<file path="config.mk">
export PLATFORM = sky130hd
export DESIGN_NAME = hack_mem_arbiter
export DESIGN_NICKNAME = d
export VERILOG_FILES = /design/src/rtl/hack_pkg.sv /design/src/rtl/hack_sync_fifo.sv /design/src/rtl/hack_mem_arbiter.sv
export SDC_FILE = /design/constraint.sdc
export NUM_CORES = 1
export LEC_CHECK = 0
export ABC_AREA = 1
export BUFFER_PORTS_ARGS = -buffer_cell sky130_fd_sc_hd__buf_2
export CELL_PAD_IN_SITES_DETAIL_PLACEMENT = 2
export CELL_PAD_IN_SITES_GLOBAL_PLACEMENT = 2
export CORE_MARGIN = 8
export CORE_UTILIZATION = 30
export DETAILED_ROUTE_END_ITERATION = 8
export PLACE_DENSITY_LB_ADDON = 0.3
export SETUP_SLACK_MARGIN = 0.05
export SYNTH_ARGS = -nofsm -noshare
export SYNTH_HDL_FRONTEND = slang
export SYNTH_HIERARCHICAL = 1
export SYNTH_SLANG_ARGS = --single-unit
</file>
<file path="constraint.sdc">
create_clock -name clk -period 4.2 [get_ports clk]
set_input_delay 0 -clock clk [delete_from_list [all_inputs] [get_ports clk]]
set_output_delay 0 -clock clk [all_outputs]
set_load 0.02 [all_outputs]
</file>
<file path="src/rtl/hack_pkg.sv">
// Shared types and constants for the Hack memory arbiter and its helpers.
package hack_pkg;
  typedef logic [15:0] word_t;
  typedef enum logic [1:0] {IDLE, RUN, DRAIN} dma_state_t;

  localparam int I_CINSTR = 15;
  localparam int I_ABIT   = 12;
  localparam int I_DEST_M = 3;

  localparam word_t SCREEN_BASE  = 16'h4000;
  localparam int    SCREEN_WORDS = 8192;
  localparam word_t KBD_ADDR     = 16'h6000;

  // A C-instruction touches M when it reads M (a=1) or writes M (dest M).
  function automatic logic uses_m(input word_t instr);
    return instr[I_CINSTR] & (instr[I_ABIT] | instr[I_DEST_M]);
  endfunction
endpackage

</file>
<file path="src/rtl/hack_sync_fifo.sv">
// Synchronous first-word fall-through FIFO; head word is read straight from storage.
module hack_sync_fifo #(
  parameter int W     = 16,
  parameter int DEPTH = 4,
  parameter int CW    = $clog2(DEPTH + 1)
) (
  input  logic          clk,
  input  logic          reset,
  input  logic          push,
  input  logic [W-1:0]  din,
  input  logic          pop,
  output logic [W-1:0]  dout,
  output logic          full,
  output logic          empty,
  output logic [CW-1:0] count
);
  localparam int PW = $clog2(DEPTH);

  logic [W-1:0]  r_mem [DEPTH];
  logic [PW-1:0] r_rptr, r_wptr;
  logic [CW-1:0] r_count;
  logic          w_pop, w_push;

  assign full   = (r_count == CW'(DEPTH));
  assign empty  = (r_count == '0);
  assign count  = r_count;
  assign dout   = r_mem[r_rptr];
  assign w_pop  = pop & ~empty;
  // A push into a full FIFO is fine when the head leaves in the same cycle.
  assign w_push = push & (~full | w_pop);

  always_ff @(posedge clk) begin
    if (w_push) r_mem[r_wptr] <= din;
  end

  always_ff @(posedge clk or posedge reset) begin
    if (reset) begin
      r_rptr  <= '0;
      r_wptr  <= '0;
      r_count <= '0;
    end else begin
      if (w_push) r_wptr <= r_wptr + PW'(1);
      if (w_pop)  r_rptr <= r_rptr + PW'(1);
      case ({w_push, w_pop})
        2'b10:   r_count <= r_count + CW'(1);
        2'b01:   r_count <= r_count - CW'(1);
        default: r_count <= r_count;
      endcase
    end
  end
endmodule

</file>
<file path="src/rtl/hack_mem_arbiter.sv">
// Shares the Hack data RAM between the CPU (always wins) and a read-only DMA
// streamer that fills idle RAM cycles and hands words out via a small FIFO.
module hack_mem_arbiter
  import hack_pkg::*;
#(
  parameter int AW    = 15,
  parameter int LEN_W = 14,
  parameter int DEPTH = 4
) (
  input  logic             clk,
  input  logic             reset,
  input  logic [15:0]      cpu_instr,
  input  logic [15:0]      cpu_addr,
  input  logic [15:0]      cpu_wdata,
  input  logic             cpu_write,
  output logic [15:0]      cpu_rdata,
  output logic [AW-1:0]    ram_addr,
  output logic [15:0]      ram_wdata,
  output logic             ram_we,
  input  logic [15:0]      ram_rdata,
  input  logic             dma_start,
  input  logic [AW-1:0]    dma_base,
  input  logic [LEN_W-1:0] dma_len,
  output logic             dma_busy,
  output logic             dma_done,
  output logic [15:0]      stream_data,
  output logic             stream_valid,
  input  logic             stream_ready
);
  localparam int CW = $clog2(DEPTH + 1);

  dma_state_t       r_state, w_next;
  logic [AW-1:0]    r_ptr;
  logic [LEN_W-1:0] r_rem;
  logic             r_done, w_done_nxt;
  logic             w_cpu_mem, w_pop, w_issue, w_full, w_empty;
  logic [CW-1:0]    w_count;
  logic             w_unused;

  assign w_unused  = &{1'b0, cpu_addr[15:AW]};
  assign w_cpu_mem = uses_m(cpu_instr);
  assign w_pop     = stream_valid & stream_ready;
  assign w_issue   = (r_state == RUN) & ~w_cpu_mem & (~w_full | w_pop) & (r_rem != '0);

  assign ram_wdata    = cpu_wdata;
  assign cpu_rdata    = ram_rdata;
  assign stream_valid = ~w_empty;
  assign dma_busy     = (r_state != IDLE);
  assign dma_done     = r_done;

  always_comb begin
    ram_addr = cpu_addr[AW-1:0];
    ram_we   = 1'b0;
    if (w_cpu_mem)    ram_we   = cpu_write;
    else if (w_issue) ram_addr = r_ptr;
  end

  always_comb begin
    w_next     = r_state;
    w_done_nxt = 1'b0;
    case (r_state)
      IDLE: if (dma_start) begin
        if (dma_len != '0) w_next     = RUN;
        else               w_done_nxt = 1'b1;
      end
      RUN:  if (w_issue && r_rem == LEN_W'(1)) w_next = DRAIN;
      DRAIN: if (w_count == '0) begin
        w_next     = IDLE;
        w_done_nxt = 1'b1;
      end
      default: w_next = IDLE;
    endcase
  end

  always_ff @(posedge clk or posedge reset) begin
    if (reset) begin
      r_state <= IDLE;
      r_done  <= 1'b0;
      r_ptr   <= '0;
      r_rem   <= '0;
    end else begin
      r_state <= w_next;
      r_done  <= w_done_nxt;
      if (r_state == IDLE && dma_start && dma_len != '0) begin
        r_ptr <= dma_base;
        r_rem <= dma_len;
      end else if (w_issue) begin
        r_ptr <= r_ptr + AW'(1);
        r_rem <= r_rem - LEN_W'(1);
      end
    end
  end

  hack_sync_fifo #(.W(16), .DEPTH(DEPTH), .CW(CW)) u_fifo (
    .clk   (clk),
    .reset (reset),
    .push  (w_issue),
    .din   (ram_rdata),
    .pop   (w_pop),
    .dout  (stream_data),
    .full  (w_full),
    .empty (w_empty),
    .count (w_count)
  );
endmodule

</file>
==> run summary <==
Syn Nets = 735
fraction of registers with async set/reset = 37.9%
number of CTS-inserted buffers = 9
highest-delay cell along the critical path = sky130_fd_sc_hd__inv_2
area enclosed by the die boundary = 23100 um^2
final period utilization = 81.6%
number of flops mapped to enable cells by yosys = 64
data required time at the worst endpoint = 4.49 ns
Port Buf Inserts = 118
most used flip-flop cell after synthesis = sky130_fd_sc_hd__edfxtp_1
result of the run = finished, final reports clean
Layout fillers = 2011
class of the most critical hold timing path = in2out
HPWL reported at the end of detailed placement = 12800 um
x dimension of the die = 152 um
Total Routed Length = 18000 um
CTS root buffer = sky130_fd_sc_hd__clkbuf_16
sequential-to-total area share from yosys stat = 52.1%
Min Hold Slack = 0.00000562 ns
Setup-failing EPs final = 0
Vias/cell = 4.87
top post-synthesis cells by area = sky130_fd_sc_hd__edfxtp_1 35%, sky130_fd_sc_hd__dfrtp_1 18%, sky130_fd_sc_hd__nand2_1 11%
fraction of final layout cells with drive strength greater than 1 = 21.7%
Post CTS Setup Buffer Count = 0
Min Clock Period, post-route = 3.43 ns
final RePlAce weighted congestion = 0.760
Slew Limit Headroom = 18.2%
post-synth cell types = 37
static leakage = 3.04 nW
Warnings, synthesis = 6
Max rail drop VDD = 0.258 mV
synthesized instance count = 628
number of detailed-routing iterations run before antenna repair = 4
H-tree depth = 3
Hold Fails Final Rpt = 0
Vias = 4827
Max-Cap Viols = 0
post-synthesis sequential element count = 103
Resize count post-CTS = 0
power per standard cell area = 717 nW/um^2
GRT Util Overall = 15.8%
core region area = 18100 um^2
overflow left after global routing = 0
I/O pin count = 165
classification of the worst setup path = reg2reg
Clock Sink Count = 103
Remaining DRCs = 0
Yosys top cell area share = 34.6%
critical path arrival = 3.71 ns
initial standard-cell utilization of the core = 30.7%
Die Height = 152 um
cell-by-cell trace of the critical path = nor2_4 > nand2_2 > inv_1 > nor2_1 > nor2_1 > nor2_4 > nand2_4 > inv_2 > nand3b_2 > fa_1 > inv_1 > nand2_1 > o21ai_1
cts-stage hold buffer count = 45
library cell occupying the most area in the post-synthesis netlist = sky130_fd_sc_hd__edfxtp_1
total negative setup slack = 0 ns
floorplan row count = 49
synthesized cell area = 5560 um^2
layout-stage area growth over the synthesis result = 23.6%
Clock Path Buffers = 2
critical path endpoint category = flip-flop
total placed instance area = 6100 um^2
drt first-iter violations = 125
number of antenna violations at the first check in global routing = 0
final non-filler cell area = 6870 um^2
final number of max-transition violations = 0
clock transition at the registers of the reported paths = 0.08 ns
post-route clock skew = 0.0136 ns
first-pass GRT wire length = 29600 um
TritonCTS clock tree = built
Final nets = 864
transition time at the pin with the least slew margin = 1.23 ns
average size of a mapped cell = 8.85 um^2
clock latency on the worst-skew pair = 0.36 ns
wire length per cell = 18.2 um
highest attainable clock frequency = 0.292 GHz
ant diodes = 0
delay of the slowest cell on the worst path = 0.47 ns
number of global-route vias before repair = 5590
startpoint class of the critical path = flip-flop
largest fanout on the critical path = 48
final antenna-violating net count = 0
setup repair after global routing missed its margin = no
largest net degree at the start of global routing = 49
-- worst max-delay path: cells and delay by family, from the launching register on --
family / cells / cell delay, ns
adders and majority gates: 1 / 0.44
and+or+nand+nor: 8 / 1.75
DFF: 1 / 0.46
AOI/OAI and AO/OA: 1 / 0.08
buffers and inverters: 3 / 0.60
-- through the flow --
stage	power (mW)	utilization [%]	worst slack, ns	instances
2_1_floorplan	3.32	-	1.28	628
3_3_place_gp	3.89	33.7	0.952	930
3_5_place_dp	4.05	33.7	0.761	930
4_1_cts	5.02	38.0	0.707	991
5_1_grt	5.34	38.0	0.414	991
6_report	4.93	38.0	0.773	991
-- per-layer routing --
metal,up-vias,track usage (%),routed length (um)
met3,11,4.11,879
li1,2286,-,-
met4,0,3.38,150
met1,2415,18.2,7890
met5,-,0,0
met2,115,29.0,9100
-- cells in the final DEF, fill, tap and decap left out, types with 2 or more instances in the layout --
cell and count:
sky130_fd_sc_hd__inv_1 54, sky130_fd_sc_hd__nor2_4 4, sky130_fd_sc_hd__xnor2_1 5, sky130_fd_sc_hd__o21ai_0 29, sky130_fd_sc_hd__nor2_1 73, sky130_fd_sc_hd__nand2_2 5
sky130_fd_sc_hd__inv_8 2, sky130_fd_sc_hd__nor2_2 4, sky130_fd_sc_hd__nand3_2 3, sky130_fd_sc_hd__ha_1 8, sky130_fd_sc_hd__dlygate4sd3_1 45, sky130_fd_sc_hd__dfrtp_1 39
sky130_fd_sc_hd__nand3_1 46, sky130_fd_sc_hd__nand2_1 161, sky130_fd_sc_hd__buf_4 5, sky130_fd_sc_hd__xor2_1 15, sky130_fd_sc_hd__a21oi_1 2, sky130_fd_sc_hd__o22ai_1 16
sky130_fd_sc_hd__clkbuf_16 9, sky130_fd_sc_hd__clkinvlp_4 2, sky130_fd_sc_hd__buf_2 118, sky130_fd_sc_hd__nand4_1 5, sky130_fd_sc_hd__edfxtp_1 64, sky130_fd_sc_hd__inv_2 4
sky130_fd_sc_hd__o21ai_1 28
-- final timing paths --
kind,start,to,slack [ns],cells past startpoint
min in group asynchronous,reset,u_fifo/count[1]$_DFFE_PP0P_,0.14,3
max in group asynchronous,reset,r_rem[0]$_DFFE_PP0P_,3.56,4
min,cpu_wdata[9],ram_wdata[9],0.000006,0
max reg2reg,u_fifo/count[0]$_DFFE_PP0P_,u_fifo/count[1]$_DFFE_PP0P_,0.77,13
min reg2reg,r_state[0]$_DFFE_PP0P_,r_state[1]$_DFFE_PP0P_,0.48,1
max,u_fifo/count[0]$_DFFE_PP0P_,u_fifo/count[1]$_DFFE_PP0P_,0.77,13
-- flip-flops by register name, indices dropped and copies added, names as in the netlist --
signal / flops
u_fifo/r_wptr: 2
dma_done: 1
r_rem: 14
u_fifo/r_rptr: 2
r_state: 2
u_fifo/r_mem: 64
u_fifo/count: 3
r_ptr: 15
-- Yosys cell counts, types with 2 or more instances --
master	n
sky130_fd_sc_hd__nand2_1	161
sky130_fd_sc_hd__nor2_1	73
sky130_fd_sc_hd__edfxtp_1	64
sky130_fd_sc_hd__inv_1	54
sky130_fd_sc_hd__nand3_1	46
sky130_fd_sc_hd__dfrtp_1	39
sky130_fd_sc_hd__buf_4	34
sky130_fd_sc_hd__o21ai_0	29
sky130_fd_sc_hd__o21ai_1	28
sky130_fd_sc_hd__o22ai_1	16
sky130_fd_sc_hd__xor2_1	15
sky130_fd_sc_hd__buf_2	10
sky130_fd_sc_hd__ha_1	8
sky130_fd_sc_hd__nand2_2	5
sky130_fd_sc_hd__nand4_1	5
sky130_fd_sc_hd__xnor2_1	5
sky130_fd_sc_hd__buf_6	4
sky130_fd_sc_hd__inv_2	4
sky130_fd_sc_hd__nor2_2	4
sky130_fd_sc_hd__nor2_4	4
sky130_fd_sc_hd__nand3_2	3
sky130_fd_sc_hd__a21oi_1	2
-- power breakdown --
group	total, mW	internal, mW	leakage, nW	switching, mW
logic	2.29	0.733	1.82	1.55
clock network	0.905	0.478	0.148	0.428
registers	1.74	1.43	1.07	0.306
-- cells by family (layout without fill, tap and decap cells) --
family | Yosys count | in the layout | synth area share, %
xor+xnor | 20 | 20 | 3.15
fa+ha+maj | 9 | 9 | 2.16
flops | 103 | 103 | 52.1
compound gates | 79 | 79 | 7.83
buf+inv | 108 | 242 | 10.6
simple gates | 309 | 309 | 24.2
-- final cells by class --
type	count	area (um^2)	area share, %
inverter	58	218	3.17
multi-input combinational	417	2070	30.2
sequential	103	2900	42.2
clock inverter	7	92.6	1.35
tap	229	287	4.17
timing repair buffer	168	1080	15.7
clock buffer	9	225	3.28
No activity file was read; power rests on OpenSTA's default activity.
